==> src/rtl/bnn_fc_layer_pkg.sv <==
// Shared definitions for the binary fully-connected output layer:
// class count, score width, default input count, FSM encoding and
// the XNOR +/-1 step helper used by every class accumulator.
package bnn_fc_layer_pkg;

    localparam int N_CLASSES    = 10;
    localparam int ACC_W        = 10;
    localparam int N_IN_DEFAULT = 144;
    localparam int IDX_W        = 9;

    typedef enum logic [1:0] {
        ST_IDLE = 2'd0,
        ST_ACC  = 2'd1,
        ST_DONE = 2'd2
    } fc_state_t;

    // A matching activation/weight pair votes +1, a mismatch votes -1.
    function automatic logic signed [ACC_W-1:0] xnorStep(input logic a, input logic w);
        return (a ~^ w) ? {{(ACC_W-1){1'b0}}, 1'b1} : {ACC_W{1'b1}};
    endfunction

endpackage

==> src/rtl/bnn_fc_layer_if.sv <==
// Bus between the activation/weight source plus controller (master)
// and the fully-connected layer (slave).
interface bnn_fc_layer_if;
    import bnn_fc_layer_pkg::*;

    logic                    start;
    logic                    act_in;
    logic                    act_valid;
    logic [N_CLASSES-1:0]    weight_in;
    logic [IDX_W-1:0]        in_idx;
    logic                    busy;
    logic signed [ACC_W-1:0] fc_result_0;
    logic signed [ACC_W-1:0] fc_result_1;
    logic signed [ACC_W-1:0] fc_result_2;
    logic signed [ACC_W-1:0] fc_result_3;
    logic signed [ACC_W-1:0] fc_result_4;
    logic signed [ACC_W-1:0] fc_result_5;
    logic signed [ACC_W-1:0] fc_result_6;
    logic signed [ACC_W-1:0] fc_result_7;
    logic signed [ACC_W-1:0] fc_result_8;
    logic signed [ACC_W-1:0] fc_result_9;
    logic                    fc_result_valid;

    modport master (
        output start, act_in, act_valid, weight_in,
        input  in_idx, busy,
        input  fc_result_0, fc_result_1, fc_result_2, fc_result_3, fc_result_4,
        input  fc_result_5, fc_result_6, fc_result_7, fc_result_8, fc_result_9,
        input  fc_result_valid
    );

    modport slave (
        input  start, act_in, act_valid, weight_in,
        output in_idx, busy,
        output fc_result_0, fc_result_1, fc_result_2, fc_result_3, fc_result_4,
        output fc_result_5, fc_result_6, fc_result_7, fc_result_8, fc_result_9,
        output fc_result_valid
    );

endinterface

==> src/rtl/bnn_fc_layer_neuron.sv <==
// One class accumulator: signed score that steps +1/-1 per accepted
// activation depending on whether activation and weight bit agree.
module bnn_fc_neuron
    import bnn_fc_layer_pkg::*;
(
    input  logic                    clk,
    input  logic                    rst,
    input  logic                    i_clear,
    input  logic                    i_en,
    input  logic                    i_act,
    input  logic                    i_weight,
    output logic signed [ACC_W-1:0] o_score
);

    logic signed [ACC_W-1:0] r_score;

    // Clear beats enable so a restart never folds in a stale vote.
    always_ff @(posedge clk) begin
        if (rst || i_clear) begin
            r_score <= '0;
        end else if (i_en) begin
            r_score <= r_score + xnorStep(i_act, i_weight);
        end
    end

    assign o_score = r_score;

endmodule

==> src/rtl/bnn_fc_layer.sv <==
// Binary fully-connected output layer: counts accepted activations,
// drives the weight ROM address, and holds ten class scores once the
// last input of the image has been accumulated.
module bnn_fc_layer
    import bnn_fc_layer_pkg::*;
#(
    parameter int N_IN = N_IN_DEFAULT
)
(
    input  logic          clk,
    input  logic          rst,
    bnn_fc_layer_if.slave bus
);

    fc_state_t               r_state;
    fc_state_t               w_next_state;
    logic [IDX_W-1:0]        r_in_idx;
    logic                    w_clear;
    logic                    w_accept;
    logic                    w_last;
    logic signed [ACC_W-1:0] w_score [N_CLASSES];

    // Start always clears and wins over a coincident activation; inputs
    // are only consumed while accumulating.
    always_comb begin
        w_clear      = bus.start;
        w_accept     = (r_state == ST_ACC) && bus.act_valid && !bus.start;
        w_last       = w_accept && (r_in_idx == IDX_W'(N_IN - 1));
        w_next_state = r_state;
        case (r_state)
            ST_IDLE: if (bus.start) w_next_state = ST_ACC;
            ST_ACC: begin
                if (bus.start)   w_next_state = ST_ACC;
                else if (w_last) w_next_state = ST_DONE;
            end
            ST_DONE: if (bus.start) w_next_state = ST_ACC;
            default: w_next_state = ST_IDLE;
        endcase
    end

    // State register.
    always_ff @(posedge clk) begin
        if (rst) begin
            r_state <= ST_IDLE;
        end else begin
            r_state <= w_next_state;
        end
    end

    // Input index doubles as the weight ROM address; frozen outside ACC.
    always_ff @(posedge clk) begin
        if (rst || w_clear) begin
            r_in_idx <= '0;
        end else if (w_accept) begin
            r_in_idx <= r_in_idx + IDX_W'(1);
        end
    end

    for (genvar k = 0; k < N_CLASSES; k++) begin : g_neuron
        bnn_fc_neuron u_neuron (
            .clk      (clk),
            .rst      (rst),
            .i_clear  (w_clear),
            .i_en     (w_accept),
            .i_act    (bus.act_in),
            .i_weight (bus.weight_in[k]),
            .o_score  (w_score[k])
        );
    end

    assign bus.in_idx          = r_in_idx;
    assign bus.busy            = (r_state == ST_ACC);
    assign bus.fc_result_valid = (r_state == ST_DONE);
    assign bus.fc_result_0     = w_score[0];
    assign bus.fc_result_1     = w_score[1];
    assign bus.fc_result_2     = w_score[2];
    assign bus.fc_result_3     = w_score[3];
    assign bus.fc_result_4     = w_score[4];
    assign bus.fc_result_5     = w_score[5];
    assign bus.fc_result_6     = w_score[6];
    assign bus.fc_result_7     = w_score[7];
    assign bus.fc_result_8     = w_score[8];
    assign bus.fc_result_9     = w_score[9];

endmodule

==> src/flat_wrapper.sv <==
// flat-port wrapper written by rule: the top's interface ports become plain ports
module bnn_fc_layer_flat import bnn_fc_layer_pkg::*;
#(
    parameter int N_IN = N_IN_DEFAULT
)
  (clk, rst, bus_start, bus_act_in, bus_act_valid, bus_weight_in, bus_in_idx, bus_busy, bus_fc_result_0, bus_fc_result_1, bus_fc_result_2, bus_fc_result_3, bus_fc_result_4, bus_fc_result_5, bus_fc_result_6, bus_fc_result_7, bus_fc_result_8, bus_fc_result_9, bus_fc_result_valid);
  bnn_fc_layer_if bus_i ();
  input  logic clk;
  input  logic rst;
  input wire logic [$bits(bus_i.start)-1:0] bus_start;
  input wire logic [$bits(bus_i.act_in)-1:0] bus_act_in;
  input wire logic [$bits(bus_i.act_valid)-1:0] bus_act_valid;
  input wire logic [$bits(bus_i.weight_in)-1:0] bus_weight_in;
  output wire logic [$bits(bus_i.in_idx)-1:0] bus_in_idx;
  output wire logic [$bits(bus_i.busy)-1:0] bus_busy;
  output wire logic [$bits(bus_i.fc_result_0)-1:0] bus_fc_result_0;
  output wire logic [$bits(bus_i.fc_result_1)-1:0] bus_fc_result_1;
  output wire logic [$bits(bus_i.fc_result_2)-1:0] bus_fc_result_2;
  output wire logic [$bits(bus_i.fc_result_3)-1:0] bus_fc_result_3;
  output wire logic [$bits(bus_i.fc_result_4)-1:0] bus_fc_result_4;
  output wire logic [$bits(bus_i.fc_result_5)-1:0] bus_fc_result_5;
  output wire logic [$bits(bus_i.fc_result_6)-1:0] bus_fc_result_6;
  output wire logic [$bits(bus_i.fc_result_7)-1:0] bus_fc_result_7;
  output wire logic [$bits(bus_i.fc_result_8)-1:0] bus_fc_result_8;
  output wire logic [$bits(bus_i.fc_result_9)-1:0] bus_fc_result_9;
  output wire logic [$bits(bus_i.fc_result_valid)-1:0] bus_fc_result_valid;
  assign bus_i.start = bus_start;
  assign bus_i.act_in = bus_act_in;
  assign bus_i.act_valid = bus_act_valid;
  assign bus_i.weight_in = bus_weight_in;
  assign bus_in_idx = bus_i.in_idx;
  assign bus_busy = bus_i.busy;
  assign bus_fc_result_0 = bus_i.fc_result_0;
  assign bus_fc_result_1 = bus_i.fc_result_1;
  assign bus_fc_result_2 = bus_i.fc_result_2;
  assign bus_fc_result_3 = bus_i.fc_result_3;
  assign bus_fc_result_4 = bus_i.fc_result_4;
  assign bus_fc_result_5 = bus_i.fc_result_5;
  assign bus_fc_result_6 = bus_i.fc_result_6;
  assign bus_fc_result_7 = bus_i.fc_result_7;
  assign bus_fc_result_8 = bus_i.fc_result_8;
  assign bus_fc_result_9 = bus_i.fc_result_9;
  assign bus_fc_result_valid = bus_i.fc_result_valid;
  bnn_fc_layer #(.N_IN(N_IN)) u_core (.clk(clk), .rst(rst), .bus(bus_i));
endmodule
==> config.mk <==
export PLATFORM = sky130hd
export DESIGN_NAME = bnn_fc_layer_flat
export DESIGN_NICKNAME = d
export VERILOG_FILES = /design/src/rtl/bnn_fc_layer_pkg.sv /design/src/rtl/bnn_fc_layer_if.sv /design/src/rtl/bnn_fc_layer_neuron.sv /design/src/rtl/bnn_fc_layer.sv /design/src/flat_wrapper.sv
export SDC_FILE = /design/constraint.sdc
export NUM_CORES = 1
export LEC_CHECK = 0
export BUFFER_PORTS_ARGS = -buffer_cell sky130_fd_sc_hd__buf_2
export CORE_AREA = 2 2 126 128
export DETAILED_ROUTE_END_ITERATION = 10
export DIE_AREA = 0 0 128 130
export GPL_TIMING_DRIVEN = 0
export PLACE_DENSITY = 0.8
export SLEW_MARGIN = 10
export SYNTH_ARGS = -nofsm -noshare
export SYNTH_HDL_FRONTEND = slang
export SYNTH_HIERARCHICAL = 1
export SYNTH_SLANG_ARGS = --single-unit
==> constraint.sdc <==
create_clock -name clk -period 2.4 [get_ports clk]
set_clock_uncertainty 0.05 [all_clocks]
set_input_delay 0.24 -clock clk [delete_from_list [all_inputs] [get_ports clk]]
set_output_delay 0.24 -clock clk [all_outputs]
set_load 0.02 [all_outputs]
==> impl_metrics.tcl <==
set metrics [dict create \
    status "finished, final reports clean" \
    drtAntennaViolNets 0 \
    setup_slack_ns 0.08366 \
    min_path_type "input pin to flop" \
    dieHeight_um 130 \
    tightest_slew_ns 0.4997 \
    synth-adder-area-share_pct 3.344 \
    worst_hold_slack_ns 0.2783 \
    syn-num-nets 998 \
    fp-row-count 46 \
    finalNonFillerCells 1315 \
    synth.distinct_cells 44 \
    synthToLayoutAreaGrowth_pct 18.41 \
    design_power_total_w 0.004179 \
    drt_iter0_markers 614 \
    synth-seq-cells 111 \
    p_per_area_mw_per_mm2 449.2 \
    synth_mux_area_share_pct 4.108 \
    crit_chain "buf_12, xnor2_4, inv_2, buf_2, ha_4, or3b_2, mux2i_1, o2111ai_1, a21oi_1, mux2_1" \
    layout-drive-gt1-share_pct 25.04 \
    slew_violations 0 \
    yosysMostFrequentCell "nor2_1" \
    initial_core_util_pct 50.94 \
    multi_input_area_mm2 0.005244 \
    grt_overflow 0 \
    period_minus_slack_ns 2.316 \
    dp.cells 1279 \
    cp_top_family "multiplexers" \
    timing.fmax_mhz 431.7 \
    die_area_mm2 0.01664 \
    grt_pass1_wl_um 31060 \
    drcViolationCount 0 \
    cp.depth 10 \
    yosys.area.top_type "dfxtp_1" \
    grtUsageMet3_pct 3.649 \
    path_clk_slew_ns 0.07 \
    final_nets 1153 \
    ys_seq_area_share_pct 28.28 \
    synth_compound_area_share_pct 13.85 \
    internal_power_w 0.002993 \
    maxSlewHeadroom_pct 66.69 \
    pwr-share-clk_pct 34.9 \
    yosys.area_share.simple_pct 30.19 \
    synth_xor_area_share_pct 13.65 \
    switchingPower_w 0.001186 \
    postLayoutCellArea_mm2 0.009304 \
    root_buffer "clkbuf_16" \
    rr_worst_depth 7 \
    synth-edff-count 0 \
    peakVddDrop_mv 0.3107 \
    synth.top_cells.by_count "nor2_1 (132), dfxtp_1 (111), o21ai_0 (80)" \
    setup_viol 0 \
    worstPathMaxFanout 10 \
    max_stage_delay_ns 0.44 \
    syn_inst 962 \
    ys_top_cells_by_area "dfxtp_1 (28%), nor2_1 (6.3%), xor2_1 (5.6%)" \
    gp_congestion 0.8615 \
    path_class "input pin to flop" \
    vias 7516 \
    dp_hpwl_um 13350 \
    combPwrFrac_pct 19.6 \
    p_seq_share_pct 45.5 \
    cp.arrival_ns 2.50 \
    cp-start-kind "input pin" \
    pre_cts_slack_ns -0.9978 \
    synthFlopType "dfxtp_1" \
    placed_area_mm2 0.008848 \
    hold_viol 0 \
    totalWireLength_um 19300 \
    synth_top_family_by_area "simple AND/OR/NAND/NOR gates" \
    core_mm2 0.01542 \
    swShare_pct 28.38 \
    grt_max_degree 33 \
    tritoncts "done" \
    synth_top_area_share_pct 28.28 \
    wire_per_inst_um 14.67 \
    die_w_um 128 \
    clk_latency_ns 0.35 \
    async_flop_share_pct 0 \
    maxCapViolations 0 \
    cp_slowest_cell "or3b_2" \
    grt_pass1_vias 6467 \
    met1_usage_pct 30.35 \
    hold_depth 4 \
    htreeDepth 3 \
    met2_usage_pct 36.74 \
    reg2reg_setup_slack_ns 0.18 \
    rsz0062_at_grt "true" \
    cts_sinks 111 \
    fin_crit_sh_pct 96.51 \
    regArea_mm2 0.002222 \
    portBuffers 125 \
    pin_count 126 \
    vias_per_cell 5.716 \
    grt-busiest-layer "met2" \
    globalRouteTotalUtil_pct 22.45 \
    worst-path-buf-inv 3 \
    avgSynthCellArea_um2 8.168 \
    cts-buffers-inserted 9 \
    worstPathRequired_ns 2.58 \
    cts_buffer_depth 2 \
    netlist_area_mm2 0.007858 \
    antenna_found_initial 1 \
    leakage_nw 3.652 \
    drt_first_pass_iters 6 \
    fillers 1373 \
    worstSetupEndpointType "flop" \
    yosysWarnings 6 \
]
[final timing paths]
path	startpoint	to
max reg2reg	u_core/r_state[0]	u_core/g_neuron[0].u_neuron/o_score[9]
max	bus_act_in	u_core/g_neuron[1].u_neuron/o_score[9]
min	bus_act_valid	u_core/bus.in_idx[2]
min reg2reg	u_core/bus.in_idx[7]	u_core/bus.in_idx[7]
[power groups by stage]
stage               sequential (W)  clock [W]  combinational [W]
floorplan                  0.00196          0           0.000557
global placement           0.00194          0           0.000736
detailed placement         0.00194          0           0.000755
CTS                        0.00190    0.00151           0.000777
global route               0.00191    0.00158           0.000899
finish                     0.00190    0.00146           0.000819
[kinds of logic after synthesis]
family / Yosys count
muxes: 31
and+or+nand+nor: 426
AOI/OAI and AO/OA: 165
DFF: 111
adders and majority gates: 21
xor gates and xnor gates: 101
buffers and inverters: 107
[repair_timing]
item | in CTS | in global routing
setup endpoints to repair | 26 | 14
pin swaps | 9 | 4
hold buffers | 0 | 0
gates resized for setup | 4 | 10
setup buffers | 6 | 13
[per-stage QoR]
stage / utilization (%) / setup TNS [ns]
5_1_grt: 60.30 / -0.01797
4_1_cts: 59.59 / 0
2_1_floorplan: - / 0
3_3_place_gp: 57.37 / -25.55
3_5_place_dp: 57.37 / -26.52
6_report: 60.32 / 0
[cell type report]
class | count | share of cell area, %
antenna | 1 | 0.02690
buffer | 52 | 3.416
clock buffer | 11 | 2.717
clock inverter | 5 | 0.3497
inverter | 55 | 2.246
multi-input combinational | 744 | 56.36
sequential | 111 | 23.88
tap | 192 | 2.582
timing repair buffer | 144 | 8.419
[sequential cells by signal, summed over array words and instances, names as in the netlist]
name / flops
u_core/g_neuron.u_neuron/o_score: 100
u_core/bus.in_idx: 9
u_core/r_state: 2
[layout by cell type, fill, tap and decap left out, types with 11 or more instances in the layout]
cell        n
buf_2     133
nor2_1    132
dfxtp_1   111
o21ai_0    80
nor3_1     61
nor4_1     50
xor2_1     50
inv_1      44
nand3_1    43
xnor2_1    41
nand2_1    34
a21oi_1    28
clkbuf_1   24
mux2i_1    21
buf_4      19
nand4_1    12
ha_1       11
buf_6      11
[layer usage]
metal  part of all wire, %  up-vias
li1                      -     3782
met1                    46     3494
met2                    47      216
met3                   5.3       24
met4                   1.7        0
met5                     0        -
[tightest hold or removal path, stage by stage]
cell and delay, ns:
buf_2 0.12, nand4bb_4 0.11, or3_1 0.10, a21oi_1 0.05
No activity file was read; power rests on OpenSTA's default activity.
